`src/rtl/ysyx_22040088_mem_arbiter_pkg.sv`:
```
// Shared types for the instruction-fetch / load-store memory arbiter.
//   state_t : transaction FSM states (IDLE, ISSUE, WAIT, RESP)
//   owner_t : which requester owns the outstanding transaction
//   DEF_*   : default address/data widths
package ysyx_22040088_mem_arbiter_pkg;

  localparam int DEF_ADDR_W = 64;
  localparam int DEF_DATA_W = 64;

  typedef enum logic [1:0] {
    IDLE  = 2'd0,
    ISSUE = 2'd1,
    WAIT  = 2'd2,
    RESP  = 2'd3
  } state_t;

  typedef enum logic {
    OWN_IF = 1'b0,
    OWN_LS = 1'b1
  } owner_t;

endpackage

```
`src/rtl/ysyx_22040088_rr_arb2.sv`:
```
// Two-input round-robin arbiter with its own last-grant register.
//   clk     : clock, rising edge
//   rst_n   : asynchronous active-low reset (last grant returns to IF)
//   i_en    : accept enable; no grant is issued while low
//   i_req   : request vector, bit 0 = IF, bit 1 = LS
//   o_gnt   : one-hot grant, combinational from i_req / i_en
module ysyx_22040088_rr_arb2
  import ysyx_22040088_mem_arbiter_pkg::*;
(
  input  logic       clk,
  input  logic       rst_n,
  input  logic       i_en,
  input  logic [1:0] i_req,
  output logic [1:0] o_gnt
);

  owner_t r_last;
  logic   w_pick_ls;

  always_comb begin
    w_pick_ls = 1'b0;
    o_gnt     = 2'b00;
    if (i_req == 2'b10) begin
      w_pick_ls = 1'b1;
    end else if (i_req == 2'b11) begin
      // Tie: favour whoever was not granted last.
      w_pick_ls = (r_last == OWN_IF);
    end
    if (i_en && (i_req != 2'b00)) begin
      o_gnt = w_pick_ls ? 2'b10 : 2'b01;
    end
  end

  always_ff @(posedge clk or negedge rst_n) begin
    if (!rst_n) begin
      r_last <= OWN_IF;
    end else if (o_gnt != 2'b00) begin
      r_last <= o_gnt[1] ? OWN_LS : OWN_IF;
    end
  end

endmodule

```
`src/rtl/ysyx_22040088_mem_arbiter.sv`:
```
// Arbitrates an instruction-fetch port and a load/store port onto a single
// memory port with at most one transaction outstanding.
//   clk, rst                 : clock; asynchronous active-low reset
//   if_req_* / if_addr       : fetch request handshake and address
//   if_rsp_valid / if_rdata  : one-cycle fetch response pulse and held data
//   ls_req_* / ls_*          : load/store request handshake and fields
//   ls_rsp_valid / ls_rdata  : one-cycle load/store response pulse and held data
//   mem_req_* / mem_*        : memory request handshake and latched fields
//   mem_rsp_valid/mem_rdata  : memory response
module ysyx_22040088_mem_arbiter
  import ysyx_22040088_mem_arbiter_pkg::*;
#(
  parameter int ADDR_W = DEF_ADDR_W,
  parameter int DATA_W = DEF_DATA_W
) (
  input  logic                clk,
  input  logic                rst,
  input  logic                if_req_valid,
  output logic                if_req_ready,
  input  logic [ADDR_W-1:0]   if_addr,
  output logic                if_rsp_valid,
  output logic [DATA_W-1:0]   if_rdata,
  input  logic                ls_req_valid,
  output logic                ls_req_ready,
  input  logic [ADDR_W-1:0]   ls_addr,
  input  logic                ls_wen,
  input  logic [DATA_W/8-1:0] ls_wmask,
  input  logic [DATA_W-1:0]   ls_wdata,
  output logic                ls_rsp_valid,
  output logic [DATA_W-1:0]   ls_rdata,
  output logic                mem_req_valid,
  input  logic                mem_req_ready,
  output logic [ADDR_W-1:0]   mem_addr,
  output logic                mem_wen,
  output logic [DATA_W/8-1:0] mem_wmask,
  output logic [DATA_W-1:0]   mem_wdata,
  input  logic                mem_rsp_valid,
  input  logic [DATA_W-1:0]   mem_rdata
);

  localparam int MASK_W = DATA_W / 8;

  state_t              r_state;
  owner_t              r_owner;
  logic [ADDR_W-1:0]   r_addr;
  logic                r_wen;
  logic [MASK_W-1:0]   r_wmask;
  logic [DATA_W-1:0]   r_wdata;
  logic                r_mem_req_valid;
  logic                r_if_rsp_valid;
  logic                r_ls_rsp_valid;
  logic [DATA_W-1:0]   r_if_rdata;
  logic [DATA_W-1:0]   r_ls_rdata;

  logic                w_idle;
  logic [1:0]          w_gnt;

  assign w_idle = (r_state == IDLE);

  // Grants are only possible in IDLE, so the ready outputs double as accepts.
  ysyx_22040088_rr_arb2 u_arb (
    .clk   (clk),
    .rst_n (rst),
    .i_en  (w_idle),
    .i_req ({ls_req_valid, if_req_valid}),
    .o_gnt (w_gnt)
  );

  assign if_req_ready  = w_gnt[0];
  assign ls_req_ready  = w_gnt[1];
  assign mem_req_valid = r_mem_req_valid;
  assign mem_addr      = r_addr;
  assign mem_wen       = r_wen;
  assign mem_wmask     = r_wmask;
  assign mem_wdata     = r_wdata;
  assign if_rsp_valid  = r_if_rsp_valid;
  assign ls_rsp_valid  = r_ls_rsp_valid;
  assign if_rdata      = r_if_rdata;
  assign ls_rdata      = r_ls_rdata;

  always_ff @(posedge clk or negedge rst) begin
    if (!rst) begin
      r_state         <= IDLE;
      r_owner         <= OWN_IF;
      r_addr          <= '0;
      r_wen           <= 1'b0;
      r_wmask         <= '0;
      r_wdata         <= '0;
      r_mem_req_valid <= 1'b0;
      r_if_rsp_valid  <= 1'b0;
      r_ls_rsp_valid  <= 1'b0;
      r_if_rdata      <= '0;
      r_ls_rdata      <= '0;
    end else begin
      case (r_state)
        IDLE: begin
          if (w_gnt[1]) begin
            r_state         <= ISSUE;
            r_mem_req_valid <= 1'b1;
            r_owner         <= OWN_LS;
            r_addr          <= ls_addr;
            r_wen           <= ls_wen;
            r_wmask         <= ls_wmask;
            r_wdata         <= ls_wdata;
          end else if (w_gnt[0]) begin
            // Fetches are always reads with no byte enables.
            r_state         <= ISSUE;
            r_mem_req_valid <= 1'b1;
            r_owner         <= OWN_IF;
            r_addr          <= if_addr;
            r_wen           <= 1'b0;
            r_wmask         <= '0;
            r_wdata         <= '0;
          end
        end
        ISSUE: begin
          if (mem_req_ready) begin
            r_mem_req_valid <= 1'b0;
            r_state         <= WAIT;
          end
        end
        WAIT: begin
          // Responses in any other state fall through untouched.
          if (mem_rsp_valid) begin
            r_state <= RESP;
            if (r_owner == OWN_LS) begin
              r_ls_rdata     <= mem_rdata;
              r_ls_rsp_valid <= 1'b1;
            end else begin
              r_if_rdata     <= mem_rdata;
              r_if_rsp_valid <= 1'b1;
            end
          end
        end
        RESP: begin
          r_if_rsp_valid <= 1'b0;
          r_ls_rsp_valid <= 1'b0;
          r_state        <= IDLE;
        end
        default: r_state <= IDLE;
      endcase
    end
  end

endmodule

```
`config.mk`:
```
export PLATFORM = sky130hd
export DESIGN_NAME = ysyx_22040088_mem_arbiter
export DESIGN_NICKNAME = d
export VERILOG_FILES = /design/src/rtl/ysyx_22040088_mem_arbiter_pkg.sv /design/src/rtl/ysyx_22040088_rr_arb2.sv /design/src/rtl/ysyx_22040088_mem_arbiter.sv
export SDC_FILE = /design/constraint.sdc
export NUM_CORES = 1
export LEC_CHECK = 0
export CAP_MARGIN = 20
export CORE_AREA = 5 5 206 208
export CTS_CLUSTER_DIAMETER = 150
export DETAILED_ROUTE_END_ITERATION = 7
export DIE_AREA = 0 0 211 213
export PLACE_DENSITY = 0.69
export SLEW_MARGIN = 20
export SYNTH_ARGS = -nofsm -noshare
export SYNTH_HDL_FRONTEND = slang
export SYNTH_SLANG_ARGS = --single-unit
```
`constraint.sdc`:
```
create_clock -name clk -period 4.2 [get_ports clk]
set_clock_uncertainty 0.1 [all_clocks]
set_input_delay 1.26 -clock clk [delete_from_list [all_inputs] [get_ports clk]]
set_output_delay 1.26 -clock clk [all_outputs]
set_load 0.02 [all_outputs]
```
==> results of run 1 <==
## Yosys cell counts, drive strengths merged (2+ instances only)
library cell and n:
a21o 2, a221o 24, a22o 113, and2 25, buf 49, clkbuf 15, dfrtp 272, ha 4
inv 3, mux2 129, nand2 4, nand3 2, nor2 3, nor2b 3, o21ai 4, o21bai 40
o2bb2ai 40
## state kept, by name (all words and copies together) (netlist names)
name           count
u_arb.r_last       1
if_rdata          64
mem_wen            1
r_owner            1
r_state            2
if_rsp_valid       1
mem_req_valid      1
mem_wmask          8
ls_rdata          64
mem_addr          64
ls_rsp_valid       1
mem_wdata         64
## report_power, final
part	internal, mW	leakage (nW)	switching, mW	total, mW
Clock	1.53	0.491	1.06	2.59
Combinational	3.74	3.65	3.55	7.29
Sequential	3.93	3.36	0.744	4.67
Total	9.19	7.50	5.36	14.6
## worst min path at each step
stage                       start             to  slack (ns)  depth (start not counted)
finish              mem_wdata[10]  mem_wdata[10]        0.40                          1
global route         if_rdata[27]   if_rdata[27]        0.41                          1
CTS                       mem_wen        mem_wen        0.40                          1
detailed placement  mem_wdata[23]  mem_wdata[23]        0.38                          1
global placement     mem_wdata[5]   mem_wdata[5]        0.38                          1
floorplan            u_arb.r_last   u_arb.r_last        0.36                          1
## what timing repair did
| action | CTS | global route |
|---|---|---|
| buffers inserted | 0 | 0 |
| resized for setup | 2 | 0 |
| endpoints found under the hold margin | 0 | 0 |
| setup endpoints to repair | 2 | 0 |
## kinds of logic (layout without fill, tap and decap cells)
logic type | after synthesis | after routing | synth area share
simple gates | 39 | 39 | 0.02208
fa+ha+maj | 4 | 4 | 0.004600
flops | 272 | 272 | 0.6256
compound gates | 229 | 229 | 0.1807
buf+inv | 67 | 617 | 0.03358
mux | 129 | 129 | 0.1335
## layout make-up
cell class                 instances  area [µm²]
multi-input combinational        401        3722
inverter                           3       11.26
fill                            3726       22540
tap                              532       665.6
clock inverter                    15       145.1
sequential                       272        6807
clock buffer                      38       839.6
timing repair buffer             561        5640
## critical path, delay by kind of cell
family                 cells  cell delay [ns]
buffers and inverters      2             0.90
AND/OR/NAND/NOR            2             0.45
## metal layers
metal  vias up  GRT usage  part of all wire
met4         2    0.04315             0.025
met1      4304     0.1893              0.39
met5         -          0           0.00035
met3        64    0.05275             0.098
li1       3850          -                 -
met2       420     0.2582              0.48
==> results.tsv, run 1 <==
stage	metric	value	unit
global_route	overall routing resource usage	0.1537	
synth	count of unique library cells instantiated by Yosys	31	
synth	post-synthesis async set-or-reset flop share	1.000	
route	Routed wire per std cell	20.19	µm
pwr	Overall Power	14.55	mW
synth	post-synthesis net count	1015	
place	RePlAce Congestion	0.8216	
finish	Diodes inserted	0	
setup_path	arrival time of data at the critical path endpoint	2.60	ns
hold_path	Hold Path Class	reg -> reg	
setup_path	crit path from	ls_req_valid	
setup_path	Critical Path Slowest Stage Cell	clkdlybuf4s50_1	
pwr	static leakage	7.497	nW
clock_network	CTS tree	yes	
setup_path	list of cells traversed by the critical path	clkdlybuf4s50_1, nor2b_2, nor2_2, dlygate4sd2_1	
clock_network	clock buffers created by TritonCTS	29	
synth	Synth area leader	dfrtp_1	
synth	Synth warnings	0	
setup_path	reg-to-reg slack, setup	1.41	ns
sta	Hold Slack	0.3966	ns
global_route	first-pass GRT wire length	55370	µm
route	detailed-routing iteration count for the pre-antenna-repair pass	4	
sta	Worst-Margin Slew	0.6283	ns
sta	setup repair after global routing missed its margin	no	
run	maximum capacitance violations	0	
place	total cell area at the placement stage	16850	µm²
floorplan	die footprint	44940	µm²
sta	final number of max-transition violations	0	
place	port bufs	540	
clock_network	library cell used as clock root buffer	clkbuf_16	
synth	Post-synth EDFFs	0	
global_route	antenna violations before repair	1	
clock_network	insertion delay to the later sink of the worst-skew pair	0.54	ns
setup_path	Critical Setup Path Class	in -> out	
route	post-route antenna net violation count	0	
run_status	outcome	completed	
route	wire length reported by the detailed router	36790	µm
sta	Final min period	3.959	ns
finish	commonest non-fill, non-tap cell in the layout	clkdlybuf4s50_1	
finish	leading cell types in the layout, fill and taps excluded	clkdlybuf4s50_1, dfrtp_1, mux2_2, a22o_1	
clock_network	clock-pin slew reported for the worst setup and hold paths after clock tree synthesis	0.06	ns
sta	Final setup violation count	0	
global_route	vias in the first global route	9340	
route	via count	8640	
global_route	largest net degree at the start of global routing	71	
pwr	total power per unit cell area	816.1	nW/µm²
finish	area of all placed cells without fillers	17830	µm²
floorplan	Core Box Area	40370	µm²
floorplan	DIE WIDTH	211	µm
finish	number of standard cells in the final layout excluding fillers	1822	
route	vias per inst	4.742	
setup_path	CP startpoint kind	input port	
sta	Sum Neg Setup Slack	0	ns
synth	Top FF cell, synth	dfrtp_1	
finish	synth-to-layout area growth	63.88	%
synth	cell area after synthesis	10880	µm²
sta	final worst setup slack	0.2406	ns
setup_path	end point of the critical path	if_req_ready	
finish	Final Util	0.4417	
place	# placed instances	1769	
clock_network	maximum clock insertion buffer count	3	
sta	fraction of the cycle the final worst path needs	0.9427	
floorplan	effective utilization at floorplan	0.2695	
setup_path	largest fanout of any net on the critical path	3	
synth	average size of a mapped cell	14.70	µm²
pwr	IR drop worst, VDD	0.4468	mV
clock_network	number of clock sinks	272	
clock_network	count of hold-fix buffers inserted at cts	0	
floorplan	number of placed I/O pins	541	
synth	number of instances in the synthesized netlist	740	
setup_path	Worst path max stage delay	0.50	ns
route	remaining routing DRC violations	0	
route	Initial DRC Count	310	
synth	area share of the leading cell type in the synthesized netlist	0.6256	
setup_path	required time at the worst-slack endpoint	2.84	ns
setup_path	FF-to-FF path depth	7	
synth	sequential-to-total area share from yosys stat	0.6256	
setup_path	Critical R2R Launch	r_state[0]	
finish	final net count	1543	
synth	count of state elements after synthesis	272	
floorplan	die extent in y	213	µm
sta	worst slew margin relative to its limit	0.5811	
setup_path	kind of end point of the critical path	output pin	
setup_path	endpoint of the most critical register-to-register path	mem_wdata[46]	
sta	Highest Clock Rate	252.6	MHz
synth	dominant cells by area after synthesis	dfrtp_1, mux2_2, a22o_1	
place	post-detail-place hpwl	27270	µm
place	worst slack after detailed placement	-0.04098	ns
sta	final hold violation count	0	
global_route	global route overflow	0	
floorplan	Site Rows	74	
finish	fraction of layout cells with a size suffix above 1	0.1612	
clock_network	number of H-tree levels	1	
Power figures use the tool's default switching activity.
==> inputs of run 2 (changes only) <==
CORE_AREA = 5 5 207 209   (was 5 5 206 208)
DIE_AREA = 0 0 212 214   (was 0 0 211 213)
PLACE_DENSITY = 0.68   (was 0.69)
clock period = 4.05 ns   (was 4.2 ns; I/O delays follow)
==> run 2 against run 1 <==
  * Final cell count is 0.22% higher
  * Combinational power is 4.4% higher
  * Global-route usage grew 0.53 points
==> results.tsv, run 2 (synthesized netlist as in run 1, its figures left out) <==
stage	metric	value	unit	change
place	RePlAce Congestion	0.8292		was 0.8216
setup_path	CP startpoint kind	input port		unchanged
sta	final number of max-transition violations	0		unchanged
floorplan	Core Box Area	40650	µm²	was 40370 µm²
sta	fraction of the cycle the final worst path needs	0.9718		
global_route	largest net degree at the start of global routing	71		unchanged
setup_path	arrival time of data at the critical path endpoint	2.62	ns	was 2.60 ns
sta	Final setup violation count	0		unchanged
global_route	overall routing resource usage	0.1590		was 0.1537
clock_network	CTS tree	yes		unchanged
global_route	first-pass GRT wire length	57680	µm	was 55370 µm
hold_path	end point of the most critical hold path	mem_wmask[2]		was mem_wdata[10]
global_route	antenna violations before repair	0		was 1
finish	fraction of layout cells with a size suffix above 1	0.1592		was 0.1612
global_route	met2 routing resource usage after global routing	0.2708		was 0.2582
finish	number of filler cells placed in the layout	3711		was 3726
setup_path	dominant cell type by count on the critical path	clkdlybuf4s50_1		
sta	Final min period	3.936	ns	
clock_network	count of hold-fix buffers inserted at cts	0		unchanged
sta	final hold violation count	0		unchanged
floorplan	Site Rows	74		unchanged
global_route	global routing met1 resource utilization	0.1969		was 0.1893
sta	final worst setup slack	0.1141	ns	was 0.2406 ns
sta	setup repair after global routing missed its margin	no		unchanged
finish	leading cell types in the layout, fill and taps excluded	clkdlybuf4s50_1, dfrtp_1, mux2_2, a22o_1		unchanged
setup_path	largest fanout of any net on the critical path	3		unchanged
clock_network	number of clock sinks	272		unchanged
floorplan	effective utilization at floorplan	0.2677		was 0.2695
hold_path	number of cells traversed by the worst hold path	1		unchanged
global_route	vias in the first global route	9396		was 9340
sta	worst slew margin relative to its limit	0.5306		was 0.5811
clock_network	insertion delay to the later sink of the worst-skew pair	0.55	ns	was 0.54 ns
setup_path	reg-to-reg slack, setup	1.35	ns	was 1.41 ns
hold_path	Hold Path Class	reg -> reg		unchanged
floorplan	DIE WIDTH	212	µm	was 211 µm
setup_path	Critical Path Slowest Stage Cell	clkdlybuf4s50_1		unchanged
route	wire length reported by the detailed router	37700	µm	was 36790 µm
setup_path	endpoint of the most critical register-to-register path	mem_wdata[21]		was mem_wdata[46]
setup_path	FF-to-FF path depth	7		unchanged
route	via count	8558		was 8640
run	maximum capacitance violations	0		unchanged
route	post-route antenna net violation count	0		unchanged
finish	synth-to-layout area growth	65.34	%	was 63.88%
route	Routed wire per std cell	20.65	µm	was 20.19 µm
route	Initial DRC Count	415		was 310
global_route	Most Used Layer, Global Route	met2		unchanged
floorplan	die extent in y	214	µm	was 213 µm
floorplan	number of placed I/O pins	541		unchanged
global_route	met3 track utilization from global routing	0.04521		was 0.05275
clock_network	library cell used as clock root buffer	clkbuf_16		unchanged
clock_network	number of gates resized after CTS	2		unchanged
clock_network	clock buffers created by TritonCTS	30		was 29
place	post-detail-place hpwl	27860	µm	was 27270 µm
finish	Diodes inserted	0		unchanged
setup_path	critical path's top delay family	buffers and inverters		unchanged
finish	final net count	1550		was 1543
hold_path	HP Start	mem_wmask[2]		was mem_wdata[10]
setup_path	Critical R2R Launch	r_state[0]		unchanged
setup_path	number of buffers and inverters on the critical path	2		unchanged
global_route	global route overflow	0		unchanged
route	detailed-routing iteration count for the pre-antenna-repair pass	6		was 4
route	remaining routing DRC violations	0		unchanged
finish	area of combinational cells with multiple inputs	3740	µm²	was 3722 µm²
setup_path	required time at the worst-slack endpoint	2.73	ns	was 2.84 ns
setup_path	list of cells traversed by the critical path	clkdlybuf4s50_1, nand2_1, nor2_4, clkdlybuf4s50_1		was clkdlybuf4s50_1, nor2b_2, nor2_2, dlygate4sd2_1
place	worst slack after detailed placement	-0.1096	ns	was -0.04098 ns
route	vias per inst	4.687		was 4.742
pwr	IR drop worst, VDD	0.3434	mV	was 0.4468 mV
finish	commonest non-fill, non-tap cell in the layout	clkdlybuf4s50_1		unchanged
pwr	static leakage	7.560	nW	was 7.497 nW
sta	Hold Slack	0.3996	ns	was 0.3966 ns
floorplan	die footprint	45370	µm²	was 44940 µm²
clock_network	buffer count from post-CTS setup fixing	0		unchanged
sta	Sum Neg Setup Slack	0	ns	unchanged
clock_network	maximum clock insertion buffer count	3		unchanged
pwr	total power per unit cell area	849.8	nW/µm²	was 816.1 nW/µm²
place	port bufs	540		unchanged
setup_path	kind of end point of the critical path	output pin		unchanged
clock_network	clock-pin slew reported for the worst setup and hold paths after clock tree synthesis	0.06	ns	about the same
clock_network	number of H-tree levels	1		unchanged
sta	Worst-Margin Slew	0.7042	ns	was 0.6283 ns
sta	Highest Clock Rate	254.1	MHz	
run_status	outcome	completed		unchanged
setup_path	Critical Setup Path Class	in -> out		unchanged
finish	footprint of the flip-flops and latches	6807	µm²	unchanged
setup_path	Worst path max stage delay	0.64	ns	was 0.50 ns
==> run 2: worst reg2reg max path: stages, from the launching register on <==
cell and delay [ns]:
dfrtp_1 0.41, inv_1 0.09, ha_1 0.36, nand2_1 0.17, nor2_4 0.14, buf_4 0.40
buf_4 0.63, a22o_1 0.33
==> run 2: through the flow <==
step	cells	instance area [µm²]	utilization	total power [mW]
6_report	1826	17990	0.4426	15.29
5_1_grt	1826	17990	0.4426	16.11
4_1_cts	1826	17990	0.4426	15.50
3_5_place_dp	1775	16970	0.4175	12.58
3_3_place_gp	1775	16970	0.4175	12.45
2_1_floorplan	740	10880	-	8.662
==> run 2: worst max-delay path by stage <==
stage | from | endpoint | slack (ns) | cells after the start
floorplan | if_req_valid | ls_req_ready | 0.83 | 4
global placement | if_req_valid | if_req_ready | -0.10 | 5
detailed placement | if_req_valid | if_req_ready | -0.11 | 5
CTS | ls_req_valid | ls_req_ready | 0.12 | 4
global route | ls_req_valid | ls_req_ready | 0.06 | 4
finish | ls_req_valid | ls_req_ready | 0.11 | 4
==> run 2: final cells by class <==
| type | instances | share of cell area |
|---|---|---|
| Sequential cell | 272 | 0.3784 |
| Timing Repair Buffer | 567 | 0.3196 |
| Multi-Input combinational cell | 401 | 0.2079 |
| Clock buffer | 43 | 0.04841 |
| Tap cell | 532 | 0.03700 |
| Clock inverter | 8 | 0.008137 |
| Inverter | 3 | 0.0006260 |
==> run 2: metal layers <==
metal	part of all wire	vias to the layer above
met5	0	-
met4	0.023	0
met3	0.088	51
met2	0.49	398
met1	0.40	4250
li1	-	3859
==> run 2: power by group <==
part / total [mW] / internal [mW] / switching (mW) / leakage [nW]
logic: 7.61 / 3.92 / 3.69 / 3.70
registers: 4.86 / 4.07 / 0.791 / 3.36
clock network: 2.82 / 1.73 / 1.08 / 0.501
